File: config.mk
export PLATFORM = sky130hd
export DESIGN_NAME = sample_msg_combiner_flat
export DESIGN_NICKNAME = d
export VERILOG_FILES = /design/src/rtl/sample_msg_combiner_if.sv /design/src/rtl/sample_msg_combiner.sv /design/src/flat_wrapper.sv
export SDC_FILE = /design/constraint.sdc
export NUM_CORES = 2
export LEC_CHECK = 0
export BUFFER_PORTS_ARGS = -buffer_cell sky130_fd_sc_hd__buf_2
export CORE_ASPECT_RATIO = 0.5
export CORE_MARGIN = 3
export CORE_UTILIZATION = 50
export CTS_CLUSTER_DIAMETER = 100
export DETAILED_ROUTE_END_ITERATION = 8
export GPL_TIMING_DRIVEN = 1
export PLACE_DENSITY_LB_ADDON = 0.12
export REMOVE_ABC_BUFFERS = 1
export SYNTH_ARGS = -nofsm -noshare
export SYNTH_HDL_FRONTEND = slang
export SYNTH_SLANG_ARGS = --single-unit
File: constraint.sdc
create_clock -name clk -period 5 [get_ports clk]
set_input_delay 0.25 -clock clk [delete_from_list [all_inputs] [get_ports clk]]
set_output_delay 0.25 -clock clk [all_outputs]
set_load 0.1 [all_outputs]
File: src/rtl/sample_msg_combiner_if.sv
// sample_msg_combiner_if: sample, message and merged-output signal bundle
interface sample_msg_combiner_if #(
    parameter int WIDTH = 32
);
    logic [WIDTH-1:0] in_samples;
    logic             in_samples_nd;
    logic [WIDTH-1:0] in_msg;
    logic             in_msg_nd;
    logic [WIDTH-1:0] out_data;
    logic             out_nd;
    logic             error;

    modport master (
        output in_samples, in_samples_nd, in_msg, in_msg_nd,
        input  out_data, out_nd, error
    );

    modport slave (
        input  in_samples, in_samples_nd, in_msg, in_msg_nd,
        output out_data, out_nd, error
    );
endinterface

File: src/rtl/sample_msg_combiner.sv
// sample_msg_combiner: merges a sample stream and a message stream, keeping message packets contiguous
`ifndef MSG_LENGTH_WIDTH
`define MSG_LENGTH_WIDTH 8
`endif
module sample_msg_combiner #(
    parameter int WIDTH          = 32,
    parameter int SAMPLE_BUF_LOG = 6,
    parameter int MSG_BUF_LOG    = 6
) (
    input  logic                  clk,
    input  logic                  rst_n,
    sample_msg_combiner_if.slave  bus
);
    localparam int LW = `MSG_LENGTH_WIDTH;

    typedef enum logic {IDLE, MSG} state_t;

    state_t                    state, next_state;
    logic [LW-1:0]             remaining, next_remaining;
    logic [WIDTH-1:0]          s_mem [2**SAMPLE_BUF_LOG];
    logic [WIDTH-1:0]          m_mem [2**MSG_BUF_LOG];
    logic [SAMPLE_BUF_LOG-1:0] s_wp, s_rp;
    logic [MSG_BUF_LOG-1:0]    m_wp, m_rp;
    logic [SAMPLE_BUF_LOG:0]   s_cnt;
    logic [MSG_BUF_LOG:0]      m_cnt;
    logic                      s_push, m_push, s_pop, m_pop;
    logic                      emit, arb_err, in_err;
    logic [WIDTH-1:0]          emit_data, m_head;
    logic [LW-1:0]             head_len;
    logic                      head_is_hdr;

    assign m_head      = m_mem[m_rp];
    assign head_is_hdr = m_head[WIDTH-1];
    assign head_len    = m_head[WIDTH-2 -: LW];
    // a full FIFO still takes a word when the arbiter frees a slot on the same edge
    assign s_push = bus.in_samples_nd && !bus.in_samples[WIDTH-1] && (!s_cnt[SAMPLE_BUF_LOG] || s_pop);
    assign m_push = bus.in_msg_nd && (!m_cnt[MSG_BUF_LOG] || m_pop);
    assign in_err = (bus.in_samples_nd && !s_push) || (bus.in_msg_nd && !m_push);

    // arbiter: pending messages win; inside a packet only message words may go out
    always_comb begin
        next_state     = state;
        next_remaining = remaining;
        s_pop          = 1'b0;
        m_pop          = 1'b0;
        emit           = 1'b0;
        emit_data      = m_head;
        arb_err        = 1'b0;
        if (m_cnt != '0) begin
            m_pop = 1'b1;
            if (head_is_hdr) begin
                emit           = 1'b1;
                arb_err        = (state == MSG);
                next_remaining = head_len;
                next_state     = (head_len != '0) ? MSG : IDLE;
            end else if (state == MSG) begin
                emit           = 1'b1;
                next_remaining = remaining - 1'b1;
                next_state     = (remaining == LW'(1)) ? IDLE : MSG;
            end else begin
                arb_err = 1'b1;
            end
        end else if (state == IDLE && s_cnt != '0) begin
            s_pop     = 1'b1;
            emit      = 1'b1;
            emit_data = s_mem[s_rp];
        end
    end

    // state, FIFO pointers, registered output and sticky error
    always_ff @(posedge clk) begin
        if (!rst_n) begin
            state        <= IDLE;
            remaining    <= '0;
            s_wp         <= '0;
            s_rp         <= '0;
            s_cnt        <= '0;
            m_wp         <= '0;
            m_rp         <= '0;
            m_cnt        <= '0;
            bus.out_nd   <= 1'b0;
            bus.out_data <= '0;
            bus.error    <= 1'b0;
        end else begin
            state      <= next_state;
            remaining  <= next_remaining;
            s_wp       <= s_wp + SAMPLE_BUF_LOG'(s_push);
            s_rp       <= s_rp + SAMPLE_BUF_LOG'(s_pop);
            s_cnt      <= s_cnt + (SAMPLE_BUF_LOG+1)'(s_push) - (SAMPLE_BUF_LOG+1)'(s_pop);
            m_wp       <= m_wp + MSG_BUF_LOG'(m_push);
            m_rp       <= m_rp + MSG_BUF_LOG'(m_pop);
            m_cnt      <= m_cnt + (MSG_BUF_LOG+1)'(m_push) - (MSG_BUF_LOG+1)'(m_pop);
            bus.out_nd <= emit;
            if (emit)
                bus.out_data <= emit_data;
            bus.error  <= bus.error | in_err | arb_err;
        end
    end

    // FIFO storage; stale contents are harmless because the pointers define occupancy
    always_ff @(posedge clk) begin
        if (s_push)
            s_mem[s_wp] <= bus.in_samples;
        if (m_push)
            m_mem[m_wp] <= bus.in_msg;
    end
endmodule

File: src/flat_wrapper.sv
// flat-port wrapper written by rule: the top's interface ports become plain ports
module sample_msg_combiner_flat 
#(
    parameter int WIDTH          = 32,
    parameter int SAMPLE_BUF_LOG = 6,
    parameter int MSG_BUF_LOG    = 6
)
  (clk, rst_n, bus_in_samples, bus_in_samples_nd, bus_in_msg, bus_in_msg_nd, bus_out_data, bus_out_nd, bus_error);
  sample_msg_combiner_if #(.WIDTH(WIDTH)) bus_i ();
  input  logic clk;
  input  logic rst_n;
  input wire logic [$bits(bus_i.in_samples)-1:0] bus_in_samples;
  input wire logic [$bits(bus_i.in_samples_nd)-1:0] bus_in_samples_nd;
  input wire logic [$bits(bus_i.in_msg)-1:0] bus_in_msg;
  input wire logic [$bits(bus_i.in_msg_nd)-1:0] bus_in_msg_nd;
  output wire logic [$bits(bus_i.out_data)-1:0] bus_out_data;
  output wire logic [$bits(bus_i.out_nd)-1:0] bus_out_nd;
  output wire logic [$bits(bus_i.error)-1:0] bus_error;
  assign bus_i.in_samples = bus_in_samples;
  assign bus_i.in_samples_nd = bus_in_samples_nd;
  assign bus_i.in_msg = bus_in_msg;
  assign bus_i.in_msg_nd = bus_in_msg_nd;
  assign bus_out_data = bus_i.out_data;
  assign bus_out_nd = bus_i.out_nd;
  assign bus_error = bus_i.error;
  sample_msg_combiner #(.WIDTH(WIDTH), .SAMPLE_BUF_LOG(SAMPLE_BUF_LOG), .MSG_BUF_LOG(MSG_BUF_LOG)) u_core (.clk(clk), .rst_n(rst_n), .bus(bus_i));
endmodule
==> metrics.md <==
| Metric | Value |
|---|---|
| Port buffer count | 101 |
| Total negative slack | 0 ps |
| Clock Path Buffers | 4 |
| Setup repair after global routing missed its margin | no |
| Clock transition at path regs | 70 ps |
| XOR/XNOR Fraction of Synth Area | 0.132% |
| Post-place instance area | 168,000 um2 |
| Chip width | 805 um |
| TritonCTS clock tree | built |
| Post-route setup slack | 673 ps |
| Global Route Usage Sum | 25.9% |
| Cell Count Post-Placement | 10,900 |
| Number of flops mapped to enable cells by yosys | 4,096 |
| Finished Layout Cells | 11,600 |
| Worst skew pair latency | 940 ps |
| Count of different cell masters after synthesis | 56 |
| Average size of a mapped cell | 24.2 um2 |
| R2R setup slack | 670 ps |
| Worst hold slack | 45.1 ps |
| MaxCap Viol Count | 0 |
| Relative slew slack | 6.69% |
| Main combinational cell family by area after synthesis | multiplexers |
| Drt drc | 0 |
| Congestion Overflow GR | 0 |
| Design Area, Final | 180,000 um2 |
| First-pass GRT wire length | 592,000 um |
| RD Place Congestion | 0.819 |
| Final #Nets | 7,145 |
| Clock Sink Count | 4,177 |
| Initial DRT Pass Iterations | 6 |
| WL/cell | 36.4 um |
| Share of cells above drive strength 1 | 32.5% |
| Setup CP Type | reg2reg |
| Top FF cell, synth | edfxtp_1 |
| Reg2Reg Depth | 7 |
| Adder-Cell Fraction of Synth Area | 0.252% |
| Final period util | 86.5% |
| Post-synthesis sequential area ratio | 78.0% |
| Postcts setup bufs | 0 |
| CP Launch Type | flop |
| Die Y | 406 um |
| Initial Utilization | 50.3% |
| Fmax | 231 MHz |
| Via density | 6.46 |
| Compound-Gate Fraction of Synth Area | 0.778% |
| Area growth syn-to-layout | 12.6% |
| Synthesis-stage register bit count | 4,177 |
| CP endpoint | u_core.bus.out_data[0] |
| # H-tree levels | 5 |
| Leakage | 54.3 nW |
| DR vias | 74,600 |
| Critical Path RT | 5800 ps |
| CTS root buffer | clkbuf_16 |
| CP startpoint | u_core.m_rp[0] |
| Power Density | 458 nW/um2 |
| Tot Pwr | 82.3 mW |
| Initial DRC Count | 9,342 |
| Status | finished, final reports clean |
| Crit path DAT | 5130 ps |
| Cells after Synth | 6,604 |
| Largest net degree at the start of global routing | 126 |
| Slew @ Worst Pin | 1400 ps |
| Antenna viol nets, final | 0 |
| Synth async-reset ratio | 0% |
| R2r startpoint | u_core.m_rp[0] |
| Setup Skew | 57.6 ps |
| # rows | 146 |
| Maximum vdd ir drop | 0.342 mV |
| I/O pin count | 102 |
| Initial antenna violation count | 31 |
| Post-synthesis mux area share | 18.5% |
| Final Setup Violations | 0 |
| TritonCTS Buffers | 364 |
| Crit. End Element | flop |
| Post-Synth Simple-Gate Area | 1.23% |
| YS warnings | 0 |
| Number of global-route vias before repair | 75,700 |
| Core Footprint | 317,000 um2 |
| CP Max Fanout | 60 |
| Mapped cell area | 160,000 um2 |
| Detailed placement HPWL | 239,000 um |
| Placement Setup Slack | 661 ps |
| Slew Viols, Final | 0 |
| Die area | 327,000 um2 |
| Fin. Hold Viols | 0 |
| Final Critical Period | 4330 ps |
| Final core occ | 56.7% |
| Worst r2r dst | u_core.bus.out_data[0] |
| HP Class | in2reg |
| Final wirelength | 421,000 um |
==> where the power goes <==
part	internal [mW]	leakage [nW]	switching (mW)	total [mW]
Combinational	6.94	11.1	8.08	15.0
Clock	15.6	5.70	12.5	28.1
Sequential	38.7	37.5	0.488	39.2
Total	61.2	54.3	21.1	82.3
==> final cells by class <==
type	instances	area, um2
fill	22500	137000
inverter	28	113
clock buffer	460	9860
sequential	4177	125000
multi-input combinational	2044	34300
clock inverter	186	1750
timing repair buffer	431	3920
tap	4218	5280
antenna	8	20.0
==> cells in the mapped netlist, drive strengths merged (2+ instances only) <==
master,instances,area [um2]
a211oi,5,37.5
a21o,2,15.0
a21oi,57,285
a221o,15,150
a221oi,21,184
a22oi,17,128
a31o,2,17.5
a31oi,2,12.5
a32oi,5,43.8
and2,17,106
and3,6,37.5
buf,191,1090
clkbuf,164,616
dfxtp,81,1620
edfxtp,4096,123000
fa,2,40.0
ha,29,363
inv,28,105
mux2,39,439
mux2i,65,651
mux4,1261,28400
nand2,104,390
nand2b,6,37.5
nand3,52,260
nand3b,5,37.5
nand4,11,68.8
nand4b,3,26.3
nor2,194,728
nor2b,11,68.8
nor3,13,65.1
nor4,3,25.0
o2111ai,4,35.0
o211ai,8,60.1
o21ai,31,155
o21bai,4,30.0
o311ai,2,17.5
o32a,3,30.0
or2,4,25.0
or3,8,50.1
or3b,2,17.5
xnor2,15,131
xor2,9,78.8
==> registers in the layout, indices dropped and copies added (netlist names) <==
signal	cells
u_core.m_rp	6
u_core.s_wp	6
u_core.remaining	8
u_core.m_wp	6
u_core.state	1
u_core.s_cnt	7
u_core.bus.out_nd	1
u_core.bus.error	1
u_core.bus.out_data	32
u_core.s_rp	6
u_core.s_mem	2048
u_core.m_mem	2048
u_core.m_cnt	7
==> worst max-delay path, cell delays in order (launching register included) <==
cell and delay, ps:
dfxtp_4 690, buf_12 440, buf_4 610, mux4_2 600
mux4_2 530, mux4_2 640, nand2_1 360, a221oi_1 150
==> layout by cell type (no fill, tap or decap), types with 70 or more instances in the layout <==
master and count:
edfxtp_1 4096, buf_4 249, buf_12 72, nor2_4 127, dfxtp_1 70, mux4_2 1261, buf_2 98, clkbuf_16 375
clkinv_1 72, nand2_1 104
==> timing repair <==
item | in CTS | in global routing
hold buffers | 8 | 4
setup endpoints to repair | 0 | 0
resized for setup | 0 | 0
endpoints found under the hold margin | 74 | 123
==> kinds of logic (layout without fill, tap and decap cells) <==
| logic type | count (synthesis) | count (layout) |
|---|---|---|
| buf+inv | 383 | 1105 |
| mux | 1365 | 1365 |
| simple gates | 441 | 441 |
| other cells | 0 | 8 |
| flops | 4177 | 4177 |
| compound gates | 183 | 183 |
| xor+xnor | 24 | 24 |
| fa+ha+maj | 31 | 31 |
==> metal layers <==
| metal | wire [um] | track usage [%] |
|---|---|---|
| met5 | 7 | 0 |
| met4 | 10600 | 6.09 |
| met3 | 33200 | 4.37 |
| met2 | 208000 | 42.4 |
| met1 | 169000 | 37.1 |
==> worst min-delay path by stage <==
stage | from | endpoint | cells past startpoint
finish | bus_in_samples[7] | u_core.s_mem[13][7] | 2
global route | bus_in_samples[1] | u_core.s_mem[10][1] | 2
CTS | bus_in_samples[1] | u_core.s_mem[14][1] | 2
detailed placement | u_core.remaining[5] | u_core.remaining[5] | 2
global placement | u_core.remaining[5] | u_core.remaining[5] | 2
floorplan | bus_in_msg[0] | u_core.m_mem[0][0] | 0
Note: power is estimated with default switching activity, not from simulation.
